==> config.mk <==
export PLATFORM = sky130hd
export DESIGN_NAME = hazard_sched
export DESIGN_NICKNAME = d
export VERILOG_FILES = /design/src/rtl/hazard_pkg.sv /design/src/rtl/hazard_sched_fwd.sv /design/src/rtl/hazard_sched.sv
export SDC_FILE = /design/constraint.sdc
export NUM_CORES = 1
export LEC_CHECK = 0
export CORE_MARGIN = 4
export CORE_UTILIZATION = 30
export DETAILED_ROUTE_END_ITERATION = 7
export HOLD_SLACK_MARGIN = 0.03
export SLEW_MARGIN = 0
export SYNTH_ARGS = -nofsm -noshare
export SYNTH_HDL_FRONTEND = slang
export SYNTH_SLANG_ARGS = --single-unit
==> constraint.sdc <==
create_clock -name CLK -period 2.8 [get_ports CLK]
set_input_delay 0.28 -clock CLK [delete_from_list [all_inputs] [get_ports CLK]]
set_output_delay 0.28 -clock CLK [all_outputs]
set_load 0.1 [all_outputs]
==> src/rtl/hazard_pkg.sv <==
// Shared types and helpers for the pipeline hazard/sequencing controller.
package hazard_pkg;

    localparam int unsigned REG_W = 5;
    localparam int unsigned SEL_W = 2;

    typedef enum logic [SEL_W-1:0] {
        FWD_RF = 2'b00,
        FWD_W  = 2'b01,
        FWD_M  = 2'b10
    } fwd_sel_e;

    typedef enum logic [1:0] {
        IDLE = 2'b00,
        BUSY = 2'b01,
        DONE = 2'b10
    } md_state_e;

    typedef struct packed {
        logic stall_f;
        logic stall_d;
        logic stall_e;
        logic flush_d;
        logic flush_e;
        logic flush_m;
    } hz_ctrl_t;

    // x0 is hardwired zero, so a write to it never creates a dependency
    function automatic logic reg_match(input logic [REG_W-1:0] rd,
                                       input logic [REG_W-1:0] rs);
        return (rd != '0) && (rd == rs);
    endfunction

endpackage

==> src/rtl/hazard_sched_fwd.sv <==
// Per-operand forwarding select; the younger M result beats the W result.
module fwd_unit
    import hazard_pkg::*;
(
    input  logic [REG_W-1:0] rs,
    input  logic [REG_W-1:0] rd_m,
    input  logic [REG_W-1:0] rd_w,
    input  logic             regwrite_m,
    input  logic             regwrite_w,
    output fwd_sel_e         sel
);

    always_comb begin
        sel = FWD_RF;
        if (regwrite_m && reg_match(rd_m, rs)) begin
            sel = FWD_M;
        end else if (regwrite_w && reg_match(rd_w, rs)) begin
            sel = FWD_W;
        end
    end

endmodule

==> src/rtl/hazard_sched.sv <==
// Hazard controller: forwarding, load-use stall, branch flush, mul/div sequencing
// with timeout, and a saturating stall-cycle counter.
module hazard_sched
    import hazard_pkg::*;
#(
    parameter int unsigned MD_TIMEOUT = 64,
    parameter int unsigned CNT_W      = 32
) (
    input  logic             CLK,
    input  logic             rst_n,
    input  logic [REG_W-1:0] rs1D,
    input  logic [REG_W-1:0] rs2D,
    input  logic [REG_W-1:0] rs1E,
    input  logic [REG_W-1:0] rs2E,
    input  logic [REG_W-1:0] rdE,
    input  logic [REG_W-1:0] rdM,
    input  logic [REG_W-1:0] rdW,
    input  logic             regwriteM,
    input  logic             regwriteW,
    input  logic             loadE,
    input  logic             pcsrcE,
    input  logic             mdE,
    input  logic             md_done,
    output logic [SEL_W-1:0] forwardAE,
    output logic [SEL_W-1:0] forwardBE,
    output logic             stallF,
    output logic             stallD,
    output logic             stallE,
    output logic             flushD,
    output logic             flushE,
    output logic             flushM,
    output logic             md_start,
    output logic             md_busy,
    output logic             md_err,
    output logic [CNT_W-1:0] stall_cnt
);

    localparam int unsigned          TMO_W    = $clog2(MD_TIMEOUT) + 1;
    localparam logic [TMO_W-1:0]     TMO_LAST = TMO_W'(MD_TIMEOUT - 1);

    md_state_e         state;
    md_state_e         state_nxt;
    logic [TMO_W-1:0]  tmo_cnt;
    logic [TMO_W-1:0]  tmo_cnt_nxt;
    logic              err_nxt;
    logic              md_stall;
    logic              load_use;
    fwd_sel_e          fwd_a;
    fwd_sel_e          fwd_b;
    hz_ctrl_t          ctrl;

    fwd_unit u_fwd_a (
        .rs         (rs1E),
        .rd_m       (rdM),
        .rd_w       (rdW),
        .regwrite_m (regwriteM),
        .regwrite_w (regwriteW),
        .sel        (fwd_a)
    );

    fwd_unit u_fwd_b (
        .rs         (rs2E),
        .rd_m       (rdM),
        .rd_w       (rdW),
        .regwrite_m (regwriteM),
        .regwrite_w (regwriteW),
        .sel        (fwd_b)
    );

    assign forwardAE = fwd_a;
    assign forwardBE = fwd_b;

    assign load_use = loadE && (reg_match(rdE, rs1D) || reg_match(rdE, rs2D));

    // Mul/div sequencer: done pulses outside BUSY are ignored by construction
    always_comb begin
        state_nxt   = state;
        tmo_cnt_nxt = tmo_cnt;
        err_nxt     = md_err;
        md_start    = 1'b0;
        md_stall    = 1'b0;
        unique case (state)
            IDLE: begin
                if (mdE && !pcsrcE) begin
                    md_start  = 1'b1;
                    md_stall  = 1'b1;
                    state_nxt = BUSY;
                end
            end
            BUSY: begin
                if (md_done) begin
                    state_nxt   = DONE;
                    tmo_cnt_nxt = '0;
                end else begin
                    md_stall = 1'b1;
                    if (tmo_cnt == TMO_LAST) begin
                        err_nxt     = 1'b1;
                        state_nxt   = DONE;
                        tmo_cnt_nxt = '0;
                    end else begin
                        tmo_cnt_nxt = tmo_cnt + TMO_W'(1);
                    end
                end
            end
            DONE: begin
                state_nxt = IDLE;
            end
            default: begin
                state_nxt   = IDLE;
                tmo_cnt_nxt = '0;
            end
        endcase
    end

    always_ff @(posedge CLK or negedge rst_n) begin
        if (!rst_n) begin
            state   <= IDLE;
            tmo_cnt <= '0;
            md_err  <= 1'b0;
        end else begin
            state   <= state_nxt;
            tmo_cnt <= tmo_cnt_nxt;
            md_err  <= err_nxt;
        end
    end

    // The md freeze holds E, so the load-use bubble into E is withheld until release
    always_comb begin
        ctrl         = '0;
        ctrl.stall_f = load_use || md_stall;
        ctrl.stall_d = load_use || md_stall;
        ctrl.stall_e = md_stall;
        ctrl.flush_m = md_stall;
        ctrl.flush_e = (load_use || pcsrcE) && !md_stall;
        ctrl.flush_d = pcsrcE;
    end

    assign stallF  = ctrl.stall_f;
    assign stallD  = ctrl.stall_d;
    assign stallE  = ctrl.stall_e;
    assign flushD  = ctrl.flush_d;
    assign flushE  = ctrl.flush_e;
    assign flushM  = ctrl.flush_m;
    assign md_busy = (state == BUSY);

    always_ff @(posedge CLK or negedge rst_n) begin
        if (!rst_n) begin
            stall_cnt <= '0;
        end else if (ctrl.stall_f && (stall_cnt != '1)) begin
            stall_cnt <= stall_cnt + CNT_W'(1);
        end
    end

endmodule

==> qor.txt, run 1 <==
Status: finished, final reports clean
Syn nets: 295
Sequential-to-total area share from yosys stat: 0.420
Port Buf Inserts: 87
Critical path origin: rdE[1]
Post-synthesis cell type count: 42
CTS Root Cell: clkbuf_8
Number of diodes: 0
Tightest Hold Check Type: in -> async
Post-synth EDFFs: 0
Internal: 1.14 mW
Top-Level Pins: 88
Leakage: 1.56 nW
Slew Limit Fails: 0
Setup Viol. Count Final: 0
Drt wl/cell: 13.7 microns
RSZ-0062 raised after global routing: no
DR top layer: met4
Reg clk slew, reported paths: 80 ps
TritonRoute pass-1 iters: 4
Critical Path AT: 2320 ps
Final hold viol count: 0
Mapped Cells: 250
Worst r2r src: stall_cnt[0]
Combinational Power Share: 0.469
Max Cap Viol: 0
TritonCTS Buffers: 5
Via Count: 2147
Core Rows: 33
Most frequent cell after synthesis: dfrtp_1
Met2 WL: 2.92 mm
Post_cts resized: 0
M1 WL: 2.76 mm
Clk buf depth: 2
Gpl congestion: 0.754
Final Skew: 7.78 ps
Setup Fix Bufs, Post-CTS: 0
Cell at the slowest stage of the critical path: or4_2
Most instantiated cells after synthesis: 42 x dfrtp_1, 34 x xor2_1, 29 x xnor2_1, 19 x nand3_1, 16 x nand2_1
Pwr/cell area: 587 nW/um^2
CTS H-tree lvls: 2
Worst setup SP type: input pin
TritonCTS clock tree: built
Ranking of synthesized cells by area: dfrtp_1 42%, xor2_1 12%, xnor2_1 10%
Tot GR Track Use: 0.126
VDD IR-drop max: 0.415 mV
Die Ht: 99.3 microns
Post-Route WL: 6.11 mm
Largest net degree at the start of global routing: 43
Initial antenna violation count: 0
Post-DP HPWL: 4.85 mm
Final Critical Period: 2600 ps
Die W: 99.3 microns
# nets final: 386
Critical Path, Cell by Cell: clkdlybuf4s50_1 > or4_2 > o21ai_0 > o21ba_2 > clkinvlp_4 > buf_12
Psw: 0.986 mW
Via/cell ratio: 4.81
Core area: 8180 sq um
Grt ovf: 0
Setup TNS: 0 ps
Met3 wire len: 346 microns
First-pass GRT wire length: 10.1 mm
TritonCTS Sinks: 42
Synth top area share: 0.420
Setup CP Type: in -> out
Area grow syn2layout: 45.0%
Worst slew pin tran: 930 ps
Cts hold-fix bufs: 0
Top Family by Delay on Critical Path: buffers and inverters
Clock share of power: 0.176
Seq cells post-synth: 42
Largest area contributor in the netlist: dfrtp_1
Initial Util: 0.306
Die area: 9870 sq um
Seq pwr share: 0.355
Layout cell share with drive strength beyond 1: 0.214
Sw Share: 0.463
DRC Markers: 0
Vias in the first global route: 2136
Worst relative slew slack: 0.380
FFs w/ async S/R, synth: 1.00
Crit-path max cell delay: 690 ps
Critical Path Fanout Max: 6
Worst path required time: 2520 ps
Layout Cell Area excl Fill: 3630 sq um
WP buf/inv: 3
Design Power: 2.13 mW
Routed Antenna Nets: 0
Placed cell area: 3550 sq um
Iteration-0 DRC count of the detailed router: 51
Synth warn: 0
Worst-Skew Late Latency: 300 ps
Synth Area per Inst: 10.0 sq um
Fmax: 384 MHz
Final worst path period share: 0.929
Dominant synthesized flop cell: dfrtp_1
CP Capture Type: output port
Synthesized area: 2500 sq um
==> area by class of cell <==
type	count	area, sq um
clock buffer	6	72.6
clock inverter	1	7.51
fill	787	4550
inverter	5	22.5
multi-input combinational	195	1430
sequential	42	1050
tap	105	131
timing repair buffer	92	916
==> stage by stage <==
stage | instances | hold slack [ps] | utilization | worst slack, ps
6_report | 446 | 112 | 0.444 | 198
5_1_grt | 446 | 215 | 0.444 | 42.0
4_1_cts | 446 | 165 | 0.444 | 171
3_5_place_dp | 439 | 449 | 0.434 | 180
3_3_place_gp | 439 | 446 | 0.434 | 178
2_1_floorplan | 250 | -15.6 | - | -531
==> path summary, 6_finish.rpt <==
check | end | slack, ps | cells past startpoint
max | stallF | 200 | 6
min | stall_cnt[9] | 110 | 1
max reg2reg | stall_cnt[1] | 540 | 7
min reg2reg | md_err | 460 | 1
max in group asynchronous | stall_cnt[30] | 2090 | 1
min in group CLK | md_err | 460 | 1
==> registers in the layout (all words and copies together) (netlist names) <==
| register | cells |
|---|---|
| stall_cnt | 32 |
| tmo_cnt | 7 |
| state | 2 |
| md_err | 1 |
==> power groups by stage <==
stage               registers, mW  logic [mW]  clock network (mW)
global placement            0.767        1.00                   0
floorplan                    1.07       0.407                   0
CTS                         0.757        1.01               0.386
detailed placement          0.768        1.01                   0
global route                0.768        1.05               0.420
finish                      0.756       0.997               0.375
==> cell usage in the layout (no fill, tap or decap), types with 3 or more instances in the layout <==
cell | netlist | final
and2_1 | 6 | 6
and3_1 | 11 | 11
and4_1 | 4 | 4
buf_12 | 0 | 10
buf_4 | 3 | 40
clkbuf_8 | 0 | 5
clkdlybuf4s50_1 | 0 | 41
dfrtp_1 | 42 | 42
inv_1 | 5 | 4
nand2_1 | 16 | 16
nand3_1 | 19 | 19
nand4_1 | 13 | 13
nor2_1 | 10 | 10
nor3_1 | 7 | 7
nor4_1 | 7 | 3
nor4_4 | 0 | 3
o21ai_0 | 5 | 4
o31ai_1 | 3 | 3
or4_1 | 4 | 4
xnor2_1 | 29 | 29
xor2_1 | 34 | 34
==> worst register-to-register path: stages, from the launching register on <==
cell and delay (ps):
dfrtp_1 430, ha_1 280, inv_1 80, or4_4 560, o32ai_2 290, nor2_2 70
buf_12 170, mux2_2 270
==> per-layer routing <==
layer,global-route usage,vias up
met1,0.156,1032
met4,0.0378,0
met3,0.0358,6
met2,0.212,46
li1,-,1063
met5,0,-
==> logic make-up after synthesis <==
logic type,count (synthesis),share of synthesized area
AND/OR/NAND/NOR,110,0.253
XOR/XNOR,63,0.221
flip-flops,42,0.420
AO/OA/AOI/OAI,18,0.0555
buffers and inverters,13,0.0330
multiplexers,2,0.00850
adder cells (fa/ha/maj),2,0.0100
(Power assumes the default switching activity.)
==> run 2, diff against run 1 <==
- GPL_ROUTABILITY_DRIVEN: unset -> 0
==> results of run 2 <==
Same layout as run 1: the final DEF is identical, and so are final timing and power.
==> run 3, diff against run 2 <==
- ABC_CLOCK_PERIOD_IN_PS: unset -> 2800
- CTS_BUF_LIST: unset -> sky130_fd_sc_hd__clkbuf_16
==> run 3 against run 2 <==
  * Total power grew 7.8%
  * Design area up 1.6%
  * Fmax up 0.30%
  * Clock power increased by 44%
  * Critical endpoint unchanged
==> qor.txt, run 3 (synthesized netlist as in run 1, its figures left out) <==
Status: finished, final reports clean (unchanged)
Critical Path AT: 2310 ps (was 2320 ps)
CP Capture Type: output port (unchanged)
WP buf/inv: 3 (unchanged)
Most frequent cells in the layout: 42 x dfrtp_1, 41 x clkdlybuf4s50_1, 40 x buf_4 (unchanged)
DRC Markers: 0 (unchanged)
Die Ht: 99.3 microns (unchanged)
Final worst path period share: 0.927 (was 0.929)
Worst slew pin tran: 928 ps (was 930 ps)
Hold Slack: 138 ps (was 112 ps)
Largest net degree at the start of global routing: 43 (unchanged)
TritonCTS Buffers: 5 (unchanged)
Area grow syn2layout: 47.2% (was 45.0%)
Reg clk slew, reported paths: 60 ps (was 80 ps)
Top reg by flops: stall_cnt (unchanged)
TritonCTS Sinks: 42 (unchanged)
Via/cell ratio: 4.80 (was 4.81)
R2R Setup Slk: 540 ps (about the same)
Largest regs: stall_cnt: 32 flops, tmo_cnt: 7 flops, state: 2 flops (unchanged)
Largest register FFs: 32 (unchanged)
Reg-to-reg endpoint: stall_cnt[1] (unchanged)
Worst-Skew Late Latency: 280 ps (was 300 ps)
Max Cap Viol: 0 (unchanged)
Worst setup SP type: input pin (unchanged)
Setup CP Type: in -> out (unchanged)
Slew Limit Fails: 0 (unchanged)
Final Critical Period: 2590 ps (was 2600 ps)
Critical Path Fanout Max: 6 (unchanged)
Core area: 8180 sq um (unchanged)
Top-Level Pins: 88 (unchanged)
Worst path required time: 2520 ps (about the same)
Drt wl/cell: 13.6 microns (was 13.7 microns)
Initial Util: 0.306 (unchanged)
Crit-path max cell delay: 690 ps (about the same)
Worst relative slew slack: 0.381 (was 0.380)
Routed Antenna Nets: 0 (unchanged)
Layout cell share with drive strength beyond 1: 0.214 (unchanged)
Min setup slack post-route: 206 ps (was 198 ps)
Cts hold-fix bufs: 0 (unchanged)
Final Skew: 6.61 ps (was 7.78 ps)
CTS Root Cell: clkbuf_16 (was clkbuf_8)
Die W: 99.3 microns (unchanged)
Cell at the slowest stage of the critical path: or4_2 (unchanged)
R2R cell count: 7 (unchanged)
Dpl ws: 180 ps (unchanged)
VDD IR-drop max: 0.413 mV (was 0.415 mV)
Critical path origin: rdE[1] (unchanged)
Number of diodes: 0 (unchanged)
Leakage: 1.59 nW (was 1.56 nW)
Setup Fix Bufs, Post-CTS: 0 (unchanged)
Grt ovf: 0 (unchanged)
First-pass GRT wire length: 10.0 mm (was 10.1 mm)
Vias in the first global route: 2125 (was 2136)
Core Rows: 33 (unchanged)
Tot GR Track Use: 0.125 (was 0.126)
Critical Path, Cell by Cell: clkdlybuf4s50_1 > or4_2 > o21ai_0 > o21ba_2 > clkinvlp_4 > buf_12 (unchanged)
Die area: 9870 sq um (unchanged)
Initial antenna violation count: 0 (unchanged)
Setup Viol. Count Final: 0 (unchanged)
RSZ-0062 raised after global routing: no (unchanged)
Worst r2r src: stall_cnt[0] (unchanged)
# nets final: 386 (unchanged)
Port Buf Inserts: 87 (unchanged)
Post_cts resized: 0 (unchanged)
Top Family by Delay on Critical Path: buffers and inverters (unchanged)
Fmax: 385 MHz (was 384 MHz)
Post-Route WL: 6.09 mm (was 6.11 mm)
Iteration-0 DRC count of the detailed router: 52 (was 51)
Most common cell after layout, fill and taps aside: dfrtp_1 (unchanged)
Final hold viol count: 0 (unchanged)
Tightest Hold Check Type: in -> async (unchanged)
Post-DP HPWL: 4.85 mm (unchanged)
Pwr/cell area: 623 nW/um^2 (was 587 nW/um^2)
Clk buf depth: 2 (unchanged)
CTS H-tree lvls: 2 (unchanged)
Via Count: 2142 (was 2147)
TritonCTS clock tree: built (unchanged)
TritonRoute pass-1 iters: 4 (unchanged)
==> run 3: final cells by class <==
cell class                 instances  area [sq um]
sequential                        42          1050
timing repair buffer              92           916
clock buffer                       5           125
clock inverter                     2          11.3
multi-input combinational        195          1430
inverter                           5          22.5
fill                             781          4490
tap                              105           131
==> run 3: worst max path at each step <==
stage                   end  slack, ps  cells past startpoint
6_report             stallF        210                      6
4_1_cts              stallD        170                      6
2_1_floorplan  forwardAE[0]       -530                      4
3_3_place_gp         stallF        180                      6
3_5_place_dp         stallD        180                      6
5_1_grt              stallD         40                      6
==> run 3: where the power goes <==
| part | switching, mW | leakage (nW) | internal, mW |
|---|---|---|---|
| logic | 0.697 | 0.961 | 0.300 |
| registers | 0.0852 | 0.565 | 0.672 |
| clock network | 0.217 | 0.0671 | 0.322 |
| total | 1.00 | 1.59 | 1.29 |
==> run 3: layer usage <==
metal / global-route usage / vias up / share of wire
met3: 0.0337 / 6 / 0.061
met1: 0.154 / 1021 / 0.44
li1: - / 1065 / -
met2: 0.213 / 50 / 0.49
met5: 0 / - / 0
met4: 0.0378 / 0 / 0.012
==> run 3: through the flow <==
step / TNS, ps / utilization / power, mW / cells / instance area, sq um
after detailed placement: 0 / 0.434 / 1.78 / 439 / 3550
after global routing: 0 / 0.451 / 2.40 / 446 / 3680
final: 0 / 0.451 / 2.29 / 446 / 3680
after CTS: 0 / 0.451 / 2.32 / 446 / 3680
after floorplan: -531 / - / 1.47 / 250 / 2570
after global placement: 0 / 0.434 / 1.77 / 439 / 3550
